$ cat src/rtl/cr_prefix_fe_seq_pkg.sv
// Shared types and defaults for the prefix feature-extraction sequencer.
package cr_prefix_fe_seq_pkg;

  localparam int N_CMP_DEF   = 16;
  localparam int PFX_LEN_DEF = 64;

  // Field order matches the config memory word.
  typedef struct packed {
    logic       use_prior;
    logic       no_delay;
    logic [1:0] cmp_type;
    logic [7:0] match_val;
  } prefix_fe_cfg_t;

  typedef enum logic [1:0] {F_IDLE, F_FEED, F_SKIP} fe_seq_frm_st_e;
  typedef enum logic [1:0] {L_IDLE, L_RD, L_WAIT}   fe_seq_ld_st_e;

endpackage

$ cat src/rtl/cr_prefix_fe_seq_if.sv
// Input byte stream and config memory read port of the prefix sequencer.
interface cr_prefix_fe_seq_if #(
  parameter int N_CMP = 16
);
  localparam int AW = (N_CMP > 1) ? $clog2(N_CMP) : 1;

  logic          in_vld;
  logic          in_rdy;
  logic [7:0]    in_data;
  logic          in_sof;
  logic          in_eof;
  logic          cfg_rd_en;
  logic [AW-1:0] cfg_rd_addr;
  logic [11:0]   cfg_rd_data;

  modport master (
    output in_vld, in_data, in_sof, in_eof, cfg_rd_data,
    input  in_rdy, cfg_rd_en, cfg_rd_addr
  );

  modport slave (
    input  in_vld, in_data, in_sof, in_eof, cfg_rd_data,
    output in_rdy, cfg_rd_en, cfg_rd_addr
  );
endinterface

$ cat src/rtl/cr_prefix_fe_cfg_bank.sv
// Shadow and active compare-config banks; the whole shadow bank moves to the
// active bank on a single swap strobe.
module cr_prefix_fe_cfg_bank
  import cr_prefix_fe_seq_pkg::*;
#(
  parameter int N_CMP = N_CMP_DEF,
  parameter int AW    = (N_CMP > 1) ? $clog2(N_CMP) : 1
) (
  input  logic                 clk,
  input  logic                 rst_n,
  input  logic                 i_wr_en,
  input  logic [AW-1:0]        i_wr_addr,
  input  prefix_fe_cfg_t       i_wr_data,
  input  logic                 i_swap,
  output logic [N_CMP*8-1:0]   o_match_val,
  output logic [N_CMP*2-1:0]   o_cmp_type,
  output logic [N_CMP-1:0]     o_use_prior,
  output logic [N_CMP-1:0]     o_no_delay
);

  prefix_fe_cfg_t r_shadow [N_CMP];
  prefix_fe_cfg_t r_active [N_CMP];

  always_ff @(posedge clk or negedge rst_n) begin
    if (!rst_n) begin
      for (int i = 0; i < N_CMP; i++) r_shadow[i] <= '0;
    end else if (i_wr_en) begin
      r_shadow[i_wr_addr] <= i_wr_data;
    end
  end

  always_ff @(posedge clk or negedge rst_n) begin
    if (!rst_n) begin
      for (int i = 0; i < N_CMP; i++) r_active[i] <= '0;
    end else if (i_swap) begin
      for (int i = 0; i < N_CMP; i++) r_active[i] <= r_shadow[i];
    end
  end

  always_comb begin
    o_match_val = '0;
    o_cmp_type  = '0;
    o_use_prior = '0;
    o_no_delay  = '0;
    for (int i = 0; i < N_CMP; i++) begin
      o_match_val[8*i +: 8] = r_active[i].match_val;
      o_cmp_type[2*i +: 2]  = r_active[i].cmp_type;
      o_use_prior[i]        = r_active[i].use_prior;
      o_no_delay[i]         = r_active[i].no_delay;
    end
  end

endmodule

$ cat src/rtl/cr_prefix_fe_seq.sv
// Prefix feature-extraction sequencer: config loader, between-frame bank swap
// and frame FSM feeding the first PFX_LEN bytes of each frame to the cells.
//
// state  | meaning
// L_IDLE | loader waiting for cfg_ld
// L_RD   | issuing one config read per cycle
// L_WAIT | last read data arriving, then swap pending
// F_IDLE | between frames, waiting for sof
// F_FEED | bytes go to the compare cells
// F_SKIP | prefix full, remaining bytes dropped until eof
module cr_prefix_fe_seq
  import cr_prefix_fe_seq_pkg::*;
#(
  parameter int N_CMP   = N_CMP_DEF,
  parameter int PFX_LEN = PFX_LEN_DEF
) (
  input  logic                          clk,
  input  logic                          rst_n,
  cr_prefix_fe_seq_if.slave             bus,
  input  logic                          i_cfg_ld,
  output logic                          o_cfg_busy,
  output logic [7:0]                    o_char,
  output logic                          o_char_valid,
  output logic [N_CMP*8-1:0]            o_match_val,
  output logic [N_CMP*2-1:0]            o_cmp_type,
  output logic [N_CMP-1:0]              o_use_prior,
  output logic [N_CMP-1:0]              o_no_delay,
  output logic [$clog2(PFX_LEN+1)-1:0]  o_pfx_cnt,
  output logic                          o_frame_done,
  output logic                          o_sof_err
);

  localparam int AW = (N_CMP > 1) ? $clog2(N_CMP) : 1;
  localparam int CW = $clog2(PFX_LEN+1);

  fe_seq_ld_st_e  r_ld_st, w_ld_st;
  fe_seq_frm_st_e r_frm_st, w_frm_st;
  logic [AW-1:0]  r_addr, w_addr, r_wr_addr;
  logic           r_pend, w_pend, r_rd_vld;
  logic           w_busy, w_swap, w_rdy, w_acc;
  logic [7:0]     r_char, w_char;
  logic           r_cv, w_cv, r_done, w_done, r_serr, w_serr;
  logic [CW-1:0]  r_cnt, w_cnt;

  assign w_busy = (r_ld_st != L_IDLE) | r_pend;
  assign w_swap = r_pend & (r_frm_st == F_IDLE);
  assign w_rdy  = !((r_frm_st == F_IDLE) && w_busy);
  assign w_acc  = bus.in_vld & w_rdy;

  assign bus.in_rdy      = w_rdy;
  assign bus.cfg_rd_en   = (r_ld_st == L_RD);
  assign bus.cfg_rd_addr = r_addr;
  assign o_cfg_busy      = w_busy;
  assign o_char          = r_char;
  assign o_char_valid    = r_cv;
  assign o_pfx_cnt       = r_cnt;
  assign o_frame_done    = r_done;
  assign o_sof_err       = r_serr;

  always_ff @(posedge clk or negedge rst_n) begin
    if (!rst_n) begin
      r_ld_st   <= L_IDLE;
      r_addr    <= '0;
      r_pend    <= 1'b0;
      r_rd_vld  <= 1'b0;
      r_wr_addr <= '0;
    end else begin
      r_ld_st   <= w_ld_st;
      r_addr    <= w_addr;
      r_pend    <= w_pend;
      r_rd_vld  <= (r_ld_st == L_RD);
      r_wr_addr <= r_addr;
    end
  end

  always_comb begin
    w_ld_st = r_ld_st;
    w_addr  = r_addr;
    w_pend  = r_pend;
    case (r_ld_st)
      L_IDLE: if (i_cfg_ld && !r_pend) begin
        w_ld_st = L_RD;
        w_addr  = '0;
      end
      L_RD: begin
        if (r_addr == AW'(N_CMP-1)) w_ld_st = L_WAIT;
        else                        w_addr  = r_addr + AW'(1);
      end
      L_WAIT: begin
        w_pend  = 1'b1;
        w_ld_st = L_IDLE;
        w_addr  = '0;
      end
      default: w_ld_st = L_IDLE;
    endcase
    if (w_swap) w_pend = 1'b0;
  end

  always_ff @(posedge clk or negedge rst_n) begin
    if (!rst_n) begin
      r_frm_st <= F_IDLE;
      r_char   <= '0;
      r_cv     <= 1'b0;
      r_cnt    <= '0;
      r_done   <= 1'b0;
      r_serr   <= 1'b0;
    end else begin
      r_frm_st <= w_frm_st;
      r_char   <= w_char;
      r_cv     <= w_cv;
      r_cnt    <= w_cnt;
      r_done   <= w_done;
      r_serr   <= w_serr;
    end
  end

  // pfx_cnt only advances in F_FEED, where it is always below PFX_LEN.
  always_comb begin
    w_frm_st = r_frm_st;
    w_char   = r_char;
    w_cv     = 1'b0;
    w_cnt    = r_cnt;
    w_done   = 1'b0;
    w_serr   = 1'b0;
    case (r_frm_st)
      F_IDLE: if (w_acc) begin
        if (bus.in_sof) begin
          w_char = bus.in_data;
          w_cv   = 1'b1;
          w_cnt  = CW'(1);
          if (bus.in_eof)        w_done   = 1'b1;
          else if (PFX_LEN == 1) w_frm_st = F_SKIP;
          else                   w_frm_st = F_FEED;
        end else begin
          w_serr = 1'b1;
        end
      end
      F_FEED: if (w_acc) begin
        w_char = bus.in_data;
        w_cv   = 1'b1;
        w_cnt  = r_cnt + CW'(1);
        if (bus.in_eof) begin
          w_done   = 1'b1;
          w_frm_st = F_IDLE;
        end else if (r_cnt + CW'(1) == CW'(PFX_LEN)) begin
          w_frm_st = F_SKIP;
        end
      end
      F_SKIP: if (w_acc && bus.in_eof) begin
        w_done   = 1'b1;
        w_frm_st = F_IDLE;
      end
      default: w_frm_st = F_IDLE;
    endcase
  end

  cr_prefix_fe_cfg_bank #(.N_CMP(N_CMP), .AW(AW)) u_bank (
    .clk         (clk),
    .rst_n       (rst_n),
    .i_wr_en     (r_rd_vld),
    .i_wr_addr   (r_wr_addr),
    .i_wr_data   (prefix_fe_cfg_t'(bus.cfg_rd_data)),
    .i_swap      (w_swap),
    .o_match_val (o_match_val),
    .o_cmp_type  (o_cmp_type),
    .o_use_prior (o_use_prior),
    .o_no_delay  (o_no_delay)
  );

endmodule

$ cat src/flat_wrapper.sv
// flat-port wrapper written by rule: the top's interface ports become plain ports
module cr_prefix_fe_seq_flat import cr_prefix_fe_seq_pkg::*;
#(
  parameter int N_CMP   = N_CMP_DEF,
  parameter int PFX_LEN = PFX_LEN_DEF
)
  (clk, rst_n, i_cfg_ld, o_cfg_busy, o_char, o_char_valid, o_match_val, o_cmp_type, o_use_prior, o_no_delay, o_pfx_cnt, o_frame_done, o_sof_err, bus_in_vld, bus_in_data, bus_in_sof, bus_in_eof, bus_cfg_rd_data, bus_in_rdy, bus_cfg_rd_en, bus_cfg_rd_addr);
  cr_prefix_fe_seq_if #(.N_CMP(N_CMP)) bus_i ();
  input  logic clk;
  input  logic rst_n;
  input  logic i_cfg_ld;
  output logic o_cfg_busy;
  output logic [7:0] o_char;
  output logic o_char_valid;
  output logic [N_CMP*8-1:0] o_match_val;
  output logic [N_CMP*2-1:0] o_cmp_type;
  output logic [N_CMP-1:0] o_use_prior;
  output logic [N_CMP-1:0] o_no_delay;
  output logic [$clog2(PFX_LEN+1)-1:0] o_pfx_cnt;
  output logic o_frame_done;
  output logic o_sof_err;
  input wire logic [$bits(bus_i.in_vld)-1:0] bus_in_vld;
  input wire logic [$bits(bus_i.in_data)-1:0] bus_in_data;
  input wire logic [$bits(bus_i.in_sof)-1:0] bus_in_sof;
  input wire logic [$bits(bus_i.in_eof)-1:0] bus_in_eof;
  input wire logic [$bits(bus_i.cfg_rd_data)-1:0] bus_cfg_rd_data;
  output wire logic [$bits(bus_i.in_rdy)-1:0] bus_in_rdy;
  output wire logic [$bits(bus_i.cfg_rd_en)-1:0] bus_cfg_rd_en;
  output wire logic [$bits(bus_i.cfg_rd_addr)-1:0] bus_cfg_rd_addr;
  assign bus_i.in_vld = bus_in_vld;
  assign bus_i.in_data = bus_in_data;
  assign bus_i.in_sof = bus_in_sof;
  assign bus_i.in_eof = bus_in_eof;
  assign bus_i.cfg_rd_data = bus_cfg_rd_data;
  assign bus_in_rdy = bus_i.in_rdy;
  assign bus_cfg_rd_en = bus_i.cfg_rd_en;
  assign bus_cfg_rd_addr = bus_i.cfg_rd_addr;
  cr_prefix_fe_seq #(.N_CMP(N_CMP), .PFX_LEN(PFX_LEN)) u_core (.clk(clk), .rst_n(rst_n), .bus(bus_i), .i_cfg_ld(i_cfg_ld), .o_cfg_busy(o_cfg_busy), .o_char(o_char), .o_char_valid(o_char_valid), .o_match_val(o_match_val), .o_cmp_type(o_cmp_type), .o_use_prior(o_use_prior), .o_no_delay(o_no_delay), .o_pfx_cnt(o_pfx_cnt), .o_frame_done(o_frame_done), .o_sof_err(o_sof_err));
endmodule
$ cat config.mk
export PLATFORM = sky130hd
export DESIGN_NAME = cr_prefix_fe_seq_flat
export DESIGN_NICKNAME = d
export VERILOG_FILES = /design/src/rtl/cr_prefix_fe_seq_pkg.sv /design/src/rtl/cr_prefix_fe_seq_if.sv /design/src/rtl/cr_prefix_fe_cfg_bank.sv /design/src/rtl/cr_prefix_fe_seq.sv /design/src/flat_wrapper.sv
export SDC_FILE = /design/constraint.sdc
export NUM_CORES = 1
export LEC_CHECK = 0
export ABC_CLOCK_PERIOD_IN_PS = 3720
export BUFFER_PORTS_ARGS = -buffer_cell sky130_fd_sc_hd__buf_2
export CAP_MARGIN = 20
export CORE_ASPECT_RATIO = 0.75
export CORE_MARGIN = 2
export CORE_UTILIZATION = 60
export CTS_BUF_LIST = sky130_fd_sc_hd__clkbuf_8 sky130_fd_sc_hd__clkbuf_16
export CTS_CLUSTER_DIAMETER = 80
export DETAILED_ROUTE_END_ITERATION = 8
export PLACE_DENSITY_LB_ADDON = 0.25
export SETUP_SLACK_MARGIN = 0.15
export SYNTH_ARGS = -nofsm -noshare
export SYNTH_HDL_FRONTEND = slang
export SYNTH_SLANG_ARGS = --single-unit
$ cat constraint.sdc
create_clock -name clk -period 3.72 [get_ports clk]
set_input_delay 0.744 -clock clk [delete_from_list [all_inputs] [get_ports clk]]
set_output_delay 0.744 -clock clk [all_outputs]
set_load 0.1 [all_outputs]
==> results.cfg, run 1 <==
[run_status]
status = completed

[place]
dpl.hpwl_mm = 20.9
place_congestion = 0.786
port_buffers = 242

[timing]
fin_setup_tns_ns = 0
hold_viol_final = 0
period_share_pct = 73.0
worstMarginPinSlew_ns = 1.05
max_freq_ghz = 0.368
fin_hold_ws_ns = 0.227
skew_ns = 0.00972
slew_viol_final = 0
setup_viol = 0
period_needed_ns = 2.72
slew_headroom_pct = 29.8
rsz0062_at_grt = no

[synthesis]
seq_area_frac_synth_pct = 65.7
synth.net_count = 991
synthMuxAreaShare_pct = 28.1
synth_top_family_by_area = multiplexers
ys_types = 38
synth_compound_area_share_pct = 0.948
yosys_warnings = 0
synth_cells = 963
ys_ff_latch = 416
synth_area_mm2 = 0.0158
yosys.area_share.simple_pct = 2.35
synth-adder-area-share_pct = 0.158
postSynthAreaPerCell_um2 = 16.4
synthXorXnorAreaFrac_pct = 0.276

[global_route]
overflow = 0
grt_pass1_vias = 8880
antenna_found_initial = 0
grt_pass1_wl_mm = 50.7
grt_util_all_layers_pct = 23.9
grt_max_degree = 111

[floorplanning]
core-area_mm2 = 0.0260
num_rows = 51
io_pins = 243
die_w_um = 192
start_util_pct = 61.0
die_h_um = 145
dieArea_mm2 = 0.0277

[clock_network]
cts_made_buffers = 39
cts_resized = 0
clock_latency_ns = 0.52
clk_pin_slew_ns = 0.06
cts_tree = built
clockBufferDepth = 3
root_buffer = clkbuf_16
cts.sinks = 416
post-cts-setup-buffers = 0
htree_levels = 2
cts_hold_buf = 0

[route]
routed_wl_mm = 32.4
viasPerCell = 5.54
via_count = 8786
ant_nets = 0
drcViolationCount = 0
wl_per_cell_um = 20.4
drt-initial-drc-count = 368
first_pass_iters = 4

[finish]
nets = 1242
antenna_cells = 0
synthToLayoutAreaGrowth_pct = 18.0
layout-drive-gt1-share_pct = 58.5

[worst_setup_path]
endpoint_kind = output pin
startpoint_type = flip-flop
slowest_delay_ns = 0.44
cp_cell_sequence = nor3_1, or3_1, buf_2
cp.required_ns = 2.98
arrival_ns = 1.97
worstSetupPathType = reg -> out
slowest_stage = dfrtp_1
critPathMaxFanout = 6

[min_path]
hold_path.class = in -> async

[job]
drv_cap = 0
cell usage in the layout, fill, tap and decap left out, drive strengths merged, types with 3 or more instances in the layout:
master,instances
buf,262
bufinv,3
clkbuf,51
clkinv,6
clkinvlp,3
dfrtp,416
inv,13
mux2,394
nand2,12
nand2b,11
nand3,6
nand3b,5
nor2,16
nor2b,3
nor3b,4
o21ai,10
xnor2,3
per-layer routing:
metal  vias to the layer above  GRT usage, %  part of all wire (%)  wire length [um]
li1                       3902             -                     -                 -
met1                      4631          34.7                    46             14900
met5                         -             0                     0                 0
met4                         0          5.51                   1.7               544
met3                        46          5.09                   5.4              1740
met2                       207          37.6                    47             15100
per-stage QoR:
stage | util [%] | cell area, um^2 | setup WS (ns) | instances
4_1_cts | 71.9 | 18700 | 0.967 | 1586
5_1_grt | 72.0 | 18700 | 0.861 | 1587
3_3_place_gp | 66.8 | 17300 | 1.55 | 1516
6_report | 72.0 | 18700 | 1.00 | 1587
2_1_floorplan | - | 15800 | 1.46 | 963
3_5_place_dp | 66.8 | 17300 | 1.51 | 1516
cell type report:
type | instances | area [um^2]
fillers | 1753 | 7280
flip-flops and latches | 416 | 10400
inverters | 6 | 22.5
clock buffers | 51 | 1160
well taps | 344 | 430
multi-input cells | 489 | 5040
repair buffers | 262 | 1450
clock inverters | 19 | 174
kinds of logic (layout without fill, tap and decap cells):
| kind of cell | Yosys count | in the layout |
|---|---|---|
| adder cells (fa/ha/maj) | 2 | 2 |
| AND/OR/NAND/NOR | 67 | 67 |
| multiplexers | 394 | 394 |
| buffers and inverters | 58 | 338 |
| XOR/XNOR | 5 | 5 |
| AO/OA/AOI/OAI | 21 | 21 |
| flip-flops | 416 | 416 |
final timing paths:
path                                                start                                   endpoint  slack, ns  cells after the start
setup / recovery                u_core.r_pend$_DFFE_PN0P_                                 bus_in_rdy       1.00                      3
max in group asynchronous                           rst_n     u_core.u_bank.r_shadow[58]$_DFFE_PN0P_       2.61                      2
hold / removal                                      rst_n  u_core.u_bank.o_match_val[29]$_DFFE_PN0P_       0.23                      1
hold reg to reg              u_core.o_char[0]$_DFFE_PN0P_               u_core.o_char[0]$_DFFE_PN0P_       0.50                      1
min in group clk                               bus_in_sof                 u_core.o_sof_err$_DFF_PN0_       0.43                      2
setup reg to reg           u_core.r_frm_st[0]$_DFFE_PN0P_  u_core.u_bank.o_match_val[38]$_DFFE_PN0P_       1.65                      3
critical path: cells and delay by family, from the launching register on:
| kind | cells | cell delay, ns |
|---|---|---|
| AND/OR/NAND/NOR | 2 | 0.60 |
| flip-flops | 1 | 0.44 |
| buffers and inverters | 1 | 0.41 |
registers in the layout (all words and copies together), names as in the netlist:
register / flops
u_core.r_pend: 1
u_core.r_rd_vld: 1
u_core.o_char: 8
u_core.r_wr_addr: 4
u_core.u_bank.o_use_prior: 16
u_core.o_pfx_cnt: 7
u_core.o_char_valid: 1
u_core.r_ld_st: 2
u_core.o_frame_done: 1
u_core.u_bank.o_match_val: 128
u_core.u_bank.r_shadow: 192
u_core.r_frm_st: 2
u_core.o_sof_err: 1
u_core.bus.cfg_rd_addr: 4
u_core.u_bank.o_no_delay: 16
u_core.u_bank.o_cmp_type: 32
synthesized netlist by cell type:
cell type  count  area share, %
inv_1          6           0.14
a31oi_1        1          0.040
xor2_1         2           0.11
nor3_1         2          0.063
ha_1           2           0.16
nand3b_1       5           0.24
o22ai_1        1          0.040
a22o_1         1          0.055
nand2_1       12           0.28
o21ai_0       10           0.32
and2b_1        1          0.047
nor2_1        16           0.38
o41ai_2        1           0.10
mux2_2       392             28
and3_1         1          0.040
or3b_2         1          0.055
o311ai_2       1           0.10
buf_4          3           0.14
nand4_1        1          0.040
o31ai_1        2          0.095
xnor2_1        3           0.17
buf_6         19            1.4
o21bai_2       1          0.071
nor2b_1        3           0.12
clkbuf_1      13           0.31
a21o_1         1          0.047
nand3_1        6           0.19
a211oi_1       1          0.047
mux2_4         2           0.19
nor3b_1        2          0.095
dfrtp_1      416             66
nor4_1         1          0.040
nand2b_1      11           0.43
a21oi_1        1          0.032
nor3b_2        2           0.16
or3_1          2          0.079
nor4b_2        1          0.095
buf_2         17           0.54
Power of run 1 is left out: the tool's default activity adds up to more than one toggle a clock period on the data nets, which glitch-free logic cannot reach.
==> run 2, diff against run 1 <==
--- a/config.mk
+++ b/config.mk
@@ -5,12 +5,12 @@
 export SDC_FILE = /design/constraint.sdc
 export NUM_CORES = 1
 export LEC_CHECK = 0
-export ABC_CLOCK_PERIOD_IN_PS = 3720
+export ABC_CLOCK_PERIOD_IN_PS = 2200
 export BUFFER_PORTS_ARGS = -buffer_cell sky130_fd_sc_hd__buf_2
 export CAP_MARGIN = 20
 export CORE_ASPECT_RATIO = 0.75
 export CORE_MARGIN = 2
-export CORE_UTILIZATION = 60
+export CORE_UTILIZATION = 51
 export CTS_BUF_LIST = sky130_fd_sc_hd__clkbuf_8 sky130_fd_sc_hd__clkbuf_16
 export CTS_CLUSTER_DIAMETER = 80
 export DETAILED_ROUTE_END_ITERATION = 8
==> constraint.sdc (replaced) <==
create_clock -name clk -period 2.2 [get_ports clk]
set_input_delay 0.44 -clock clk [delete_from_list [all_inputs] [get_ports clk]]
set_output_delay 0.44 -clock clk [all_outputs]
set_load 0.1 [all_outputs]
==> results.cfg, run 2 (synthesis results as in run 1) <==
[run_status]
status = completed

[timing]
hold_viol_final = 0
skew_ns = 0.0106
period_share_pct = 92.9
fin_setup_tns_ns = 0
rsz0062_at_grt = yes
setup_viol = 0
slew_viol_final = 0
worst_slack_ns = 0.156
period_needed_ns = 2.04
slew_headroom_pct = 51.5
worstMarginPinSlew_ns = 0.728
fin_hold_ws_ns = 0.0938
max_freq_ghz = 0.489

[floorplanning]
num_rows = 55
io_pins = 243
die_h_um = 157
die_w_um = 207
core-area_mm2 = 0.0303
dieArea_mm2 = 0.0325
start_util_pct = 52.2

[worst_setup_path]
cp.required_ns = 1.76
slowest_delay_ns = 0.42
endpoint_kind = output pin
worstSetupPathType = reg -> out
startpoint_type = flip-flop
arrival_ns = 1.60
slowest_stage = dfrtp_1
critPathMaxFanout = 4
cp_cell_sequence = nor3_2, or3_4, buf_12

[global_route]
grt_pass1_vias = 9234
antenna_found_initial = 0
overflow = 0
grt_util_all_layers_pct = 21.6
grt_pass1_wl_mm = 54.1
grt_max_degree = 77

[route]
routed_wl_mm = 34.7
drt-initial-drc-count = 463
wl_per_cell_um = 20.8
first_pass_iters = 4
viasPerCell = 5.28
via_count = 8820
ant_nets = 0
drcViolationCount = 0

[place]
port_buffers = 242
pre_cts_slack_ns = 0.397
dpl.hpwl_mm = 23.0
place_congestion = 0.732

[clock_network]
root_buffer = clkbuf_16
cts.sinks = 416
cts_made_buffers = 40
htree_levels = 2
cts_tree = built
clock_latency_ns = 0.54
clockBufferDepth = 3
clk_pin_slew_ns = 0.06

[finish]
layout-drive-gt1-share_pct = 60.2
final_common_cell = dfrtp_1
synthToLayoutAreaGrowth_pct = 20.7
nets = 1274
mostFrequentLayoutCells = dfrtp_1 (414), mux2_2 (392), buf_2 (238)
top_register = u_core.u_bank.r_shadow
utilization_pct = 63.0
antenna_cells = 0
largest_reg_flops = 192

[job]
drv_cap = 0

[min_path]
hold_path.class = in -> reg
run 2: worst max-delay path, delay by kind of cell (launching register included):
kind	cells	cell delay [ns]
buffers and inverters	1	0.18
AND/OR/NAND/NOR	2	0.47
flip-flops	1	0.42
run 2: worst paths after layout:
check                                                from                                        end  slack, ns  cells after the start
max                         u_core.r_ld_st[1]$_DFFE_PN0P_                                 bus_in_rdy       0.16                      3
min                                            bus_in_sof                 u_core.o_sof_err$_DFF_PN0_       0.09                      2
max reg2reg                u_core.r_frm_st[1]$_DFFE_PN0P_  u_core.u_bank.o_match_val[75]$_DFFE_PN0P_       0.35                      5
min reg2reg                u_core.r_frm_st[1]$_DFFE_PN0P_             u_core.r_frm_st[0]$_DFFE_PN0P_       0.48                      1
max in group asynchronous                           rst_n  u_core.u_bank.o_match_val[31]$_DFFE_PN0P_       0.99                      4
min in group asynchronous                           rst_n  u_core.u_bank.o_match_val[20]$_DFFE_PN0P_       0.38                      2
run 2: layout make-up:
cell class	count	area [um^2]
Clock buffer	51	1160
Clock inverter	18	178
Fill cell	2229	11200
Inverter	6	22.5
Multi-Input combinational cell	489	5060
Sequential cell	416	10400
Tap cell	399	499
Timing Repair Buffer	293	1780
run 2: timing repair:
item                                    CTS  global route
endpoints found under the setup margin    3             3
pin swaps                                 0             2
hold endpoints to repair                 35             0
setup buffers                             3             5
resized for setup                        12             3
hold buffers                              1             0
run 2: per-stage QoR:
step	cell area, um^2	std cells
final	19100	1672
after global routing	19100	1672
after global placement	17700	1594
after CTS	19100	1667
after floorplan	15800	963
after detailed placement	17700	1594
run 2: routing by layer:
metal  global-route usage [%]  vias up  wire length [um]
met5                        0        -                 0
met4                     4.90        0               480
met3                     4.48       38              1610
met2                     33.7      170             16200
met1                     31.5     4658             16500
li1                         -     3954                 -
Power of run 2 is left out for the same reason.
==> run 3, diff against run 2 <==
--- a/config.mk
+++ b/config.mk
@@ -11,11 +11,13 @@
 export CORE_ASPECT_RATIO = 0.75
 export CORE_MARGIN = 2
 export CORE_UTILIZATION = 51
-export CTS_BUF_LIST = sky130_fd_sc_hd__clkbuf_8 sky130_fd_sc_hd__clkbuf_16
+export CTS_BUF_LIST = sky130_fd_sc_hd__clkbuf_16
 export CTS_CLUSTER_DIAMETER = 80
 export DETAILED_ROUTE_END_ITERATION = 8
 export PLACE_DENSITY_LB_ADDON = 0.25
+export RECOVER_POWER = 25
 export SETUP_SLACK_MARGIN = 0.15
 export SYNTH_ARGS = -nofsm -noshare
 export SYNTH_HDL_FRONTEND = slang
+export SYNTH_HIERARCHICAL = 1
 export SYNTH_SLANG_ARGS = --single-unit
==> results.cfg, run 3 <==
[route]
first_pass_iters = 4
drt-initial-drc-count = 398
via_count = 8839
wl_per_cell_um = 20.7
routed_wl_mm = 34.2
drcViolationCount = 0
viasPerCell = 5.33
ant_nets = 0

[finish]
largest_reg_flops = 192
mostFrequentLayoutCells = dfrtp_1 (413), mux2_2 (359), buf_2 (237)
nets = 1261
multi_input_area_mm2 = 0.00513
antenna_cells = 0
seq_area_mm2 = 0.0104
fillers = 2277
layout-drive-gt1-share_pct = 58.1
top_register = u_core/u_bank/r_shadow
final_common_cell = dfrtp_1
synthToLayoutAreaGrowth_pct = 19.5

[worst_setup_path]
cp_num_cells = 3
slowest_stage = dfrtp_2
rr_worst_depth = 6
cp_cell_sequence = or3_4, nand2_4, buf_12
critPathMaxFanout = 3
arrival_ns = 1.60
cp.required_ns = 1.76
endpoint_kind = output pin
slowest_delay_ns = 0.42
regToRegEndpoint = u_core/u_bank/o_match_val[90]$_DFFE_PN0P_
cp_top_family = simple AND/OR/NAND/NOR gates
r2r_start = u_core/r_pend$_DFFE_PN0P_
worstSetupPathType = reg -> out
critPathBufInv = 1
r2r_slack_ns = 0.34
startpoint_type = flip-flop

[synthesis]
async_reset_ff_share_pct = 100
synth_top_area_cell = dfrtp_1
yosys.area.top_type_share_pct = 65.7
seq_area_frac_synth_pct = 65.7
synth_area_mm2 = 0.0158
synthTopCellsByArea = dfrtp_1 (66%), mux2_2 (26%), mux2_4 (2.2%)
ys_ff_latch = 416
postSynthAreaPerCell_um2 = 16.4
synthFlopType = dfrtp_1
synth_edf_count = 0
synthTopCellsByCount = dfrtp_1 (416), mux2_2 (359), buf_2 (32)
synth.net_count = 992
ys_types = 43
yosysMostFrequentCell = dfrtp_1
yosys_warnings = 6
synth_cells = 964

[clock_network]
clockBufferDepth = 3
root_buffer = clkbuf_16
clk_pin_slew_ns = 0.06
clock_latency_ns = 0.52
cts_made_buffers = 40
htree_levels = 2
cts.sinks = 416
cts_tree = built

[timing]
fin_setup_tns_ns = 0
period_share_pct = 92.7
worstMarginPinSlew_ns = 1.23
slew_headroom_pct = 18.3
max_freq_ghz = 0.490
setup_viol = 0
period_needed_ns = 2.04
rsz0062_at_grt = yes
skew_ns = 0.0100
slew_viol_final = 0
hold_viol_final = 0

[place]
port_buffers = 242
dpl.hpwl_mm = 22.6
place_congestion = 0.769

[floorplanning]
num_rows = 55
core-area_mm2 = 0.0303
io_pins = 243
dieArea_mm2 = 0.0325
start_util_pct = 52.2
die_w_um = 208
die_h_um = 157

[min_path]
holdPathEnd = u_core/o_sof_err$_DFF_PN0_
min_path_cells = 2
min_from = bus_in_sof
hold_path.class = in -> reg

[global_route]
grt_pass1_vias = 9190
grt_util_all_layers_pct = 21.3
overflow = 0
grt_pass1_wl_mm = 53.7
antenna_found_initial = 1
grt_max_degree = 67

[job]
drv_cap = 0

[run_status]
status = completed
-- run 3: logic make-up after synthesis --
family                     count (synthesis)  synth area share [%]
buffers and inverters                     64                  2.03
muxes                                    394                  28.5
AOI/OAI and AO/OA                         24                  1.11
xor gates and xnor gates                   4                 0.221
adders and majority gates                  2                 0.158
DFF                                      416                  65.7
and+or+nand+nor                           60                  2.23
-- run 3: worst max path at each step --
stage	startpoint	to	slack (ns)
floorplan	u_core/o_pfx_cnt[2]$_DFFE_PN0P_	u_core/r_frm_st[1]$_DFFE_PN0P_	0.17
global placement	u_core/r_frm_st[0]$_DFFE_PN0P_	u_core/u_bank/o_match_val[92]$_DFFE_PN0P_	0.40
detailed placement	u_core/r_frm_st[0]$_DFFE_PN0P_	u_core/u_bank/o_match_val[90]$_DFFE_PN0P_	0.37
CTS	u_core/r_ld_st[1]$_DFFE_PN0P_	bus_in_rdy	0.15
global route	rst_n	u_core/u_bank/o_cmp_type[14]$_DFFE_PN0P_	0.09
finish	u_core/r_ld_st[1]$_DFFE_PN0P_	bus_in_rdy	0.16
-- run 3: layout make-up --
class	instances	area share, %
Sequential cell	416	55.0
Multi-Input combinational cell	484	27.1
Timing Repair Buffer	284	8.81
Clock buffer	41	5.42
Tap cell	399	2.64
Clock inverter	27	0.899
Inverter	7	0.139
-- run 3: per-layer routing --
layer / GRT usage (%) / wire length, um / share of wire [%] / vias up
met5: 0 / 0 / 0 / -
met4: 5.48 / 572 / 1.7 / 0
met3: 4.86 / 1810 / 5.3 / 49
met2: 33.1 / 15800 / 46 / 196
met1: 30.7 / 16000 / 47 / 4637
li1: - / - / - / 3957
-- run 3: timing repair --
| action | 4_1_cts | 5_1_grt |
|---|---|---|
| resized for setup | 6 | 2 |
| setup buffers | 5 | 0 |
| endpoints found under the setup margin | 3 | 3 |
| endpoints found under the hold margin | 26 | 0 |
| hold buffers | 1 | 0 |
-- run 3: stage by stage --
stage | cells | hold slack, ns | utilization, % | setup slack (ns) | cell area [um^2]
finish | 1658 | 0.103 | 62.4 | 0.161 | 18900
floorplan | 964 | 0.144 | - | 0.167 | 15900
global placement | 1584 | 0.364 | 58.3 | 0.401 | 17700
global route | 1658 | 0.0906 | 62.4 | 0.0902 | 18900
detailed placement | 1584 | 0.366 | 58.3 | 0.366 | 17700
CTS | 1658 | 0.0692 | 62.5 | 0.148 | 19000
-- run 3: worst reg2reg max path, stage by stage, from the launching register on --
cell and delay (ns):
dfrtp_1 0.37, buf_4 0.14, inv_1 0.08, nor3_2 0.19
buf_12 0.29, buf_12 0.27, mux2_2 0.40
Power of run 3 is left out for the same reason.
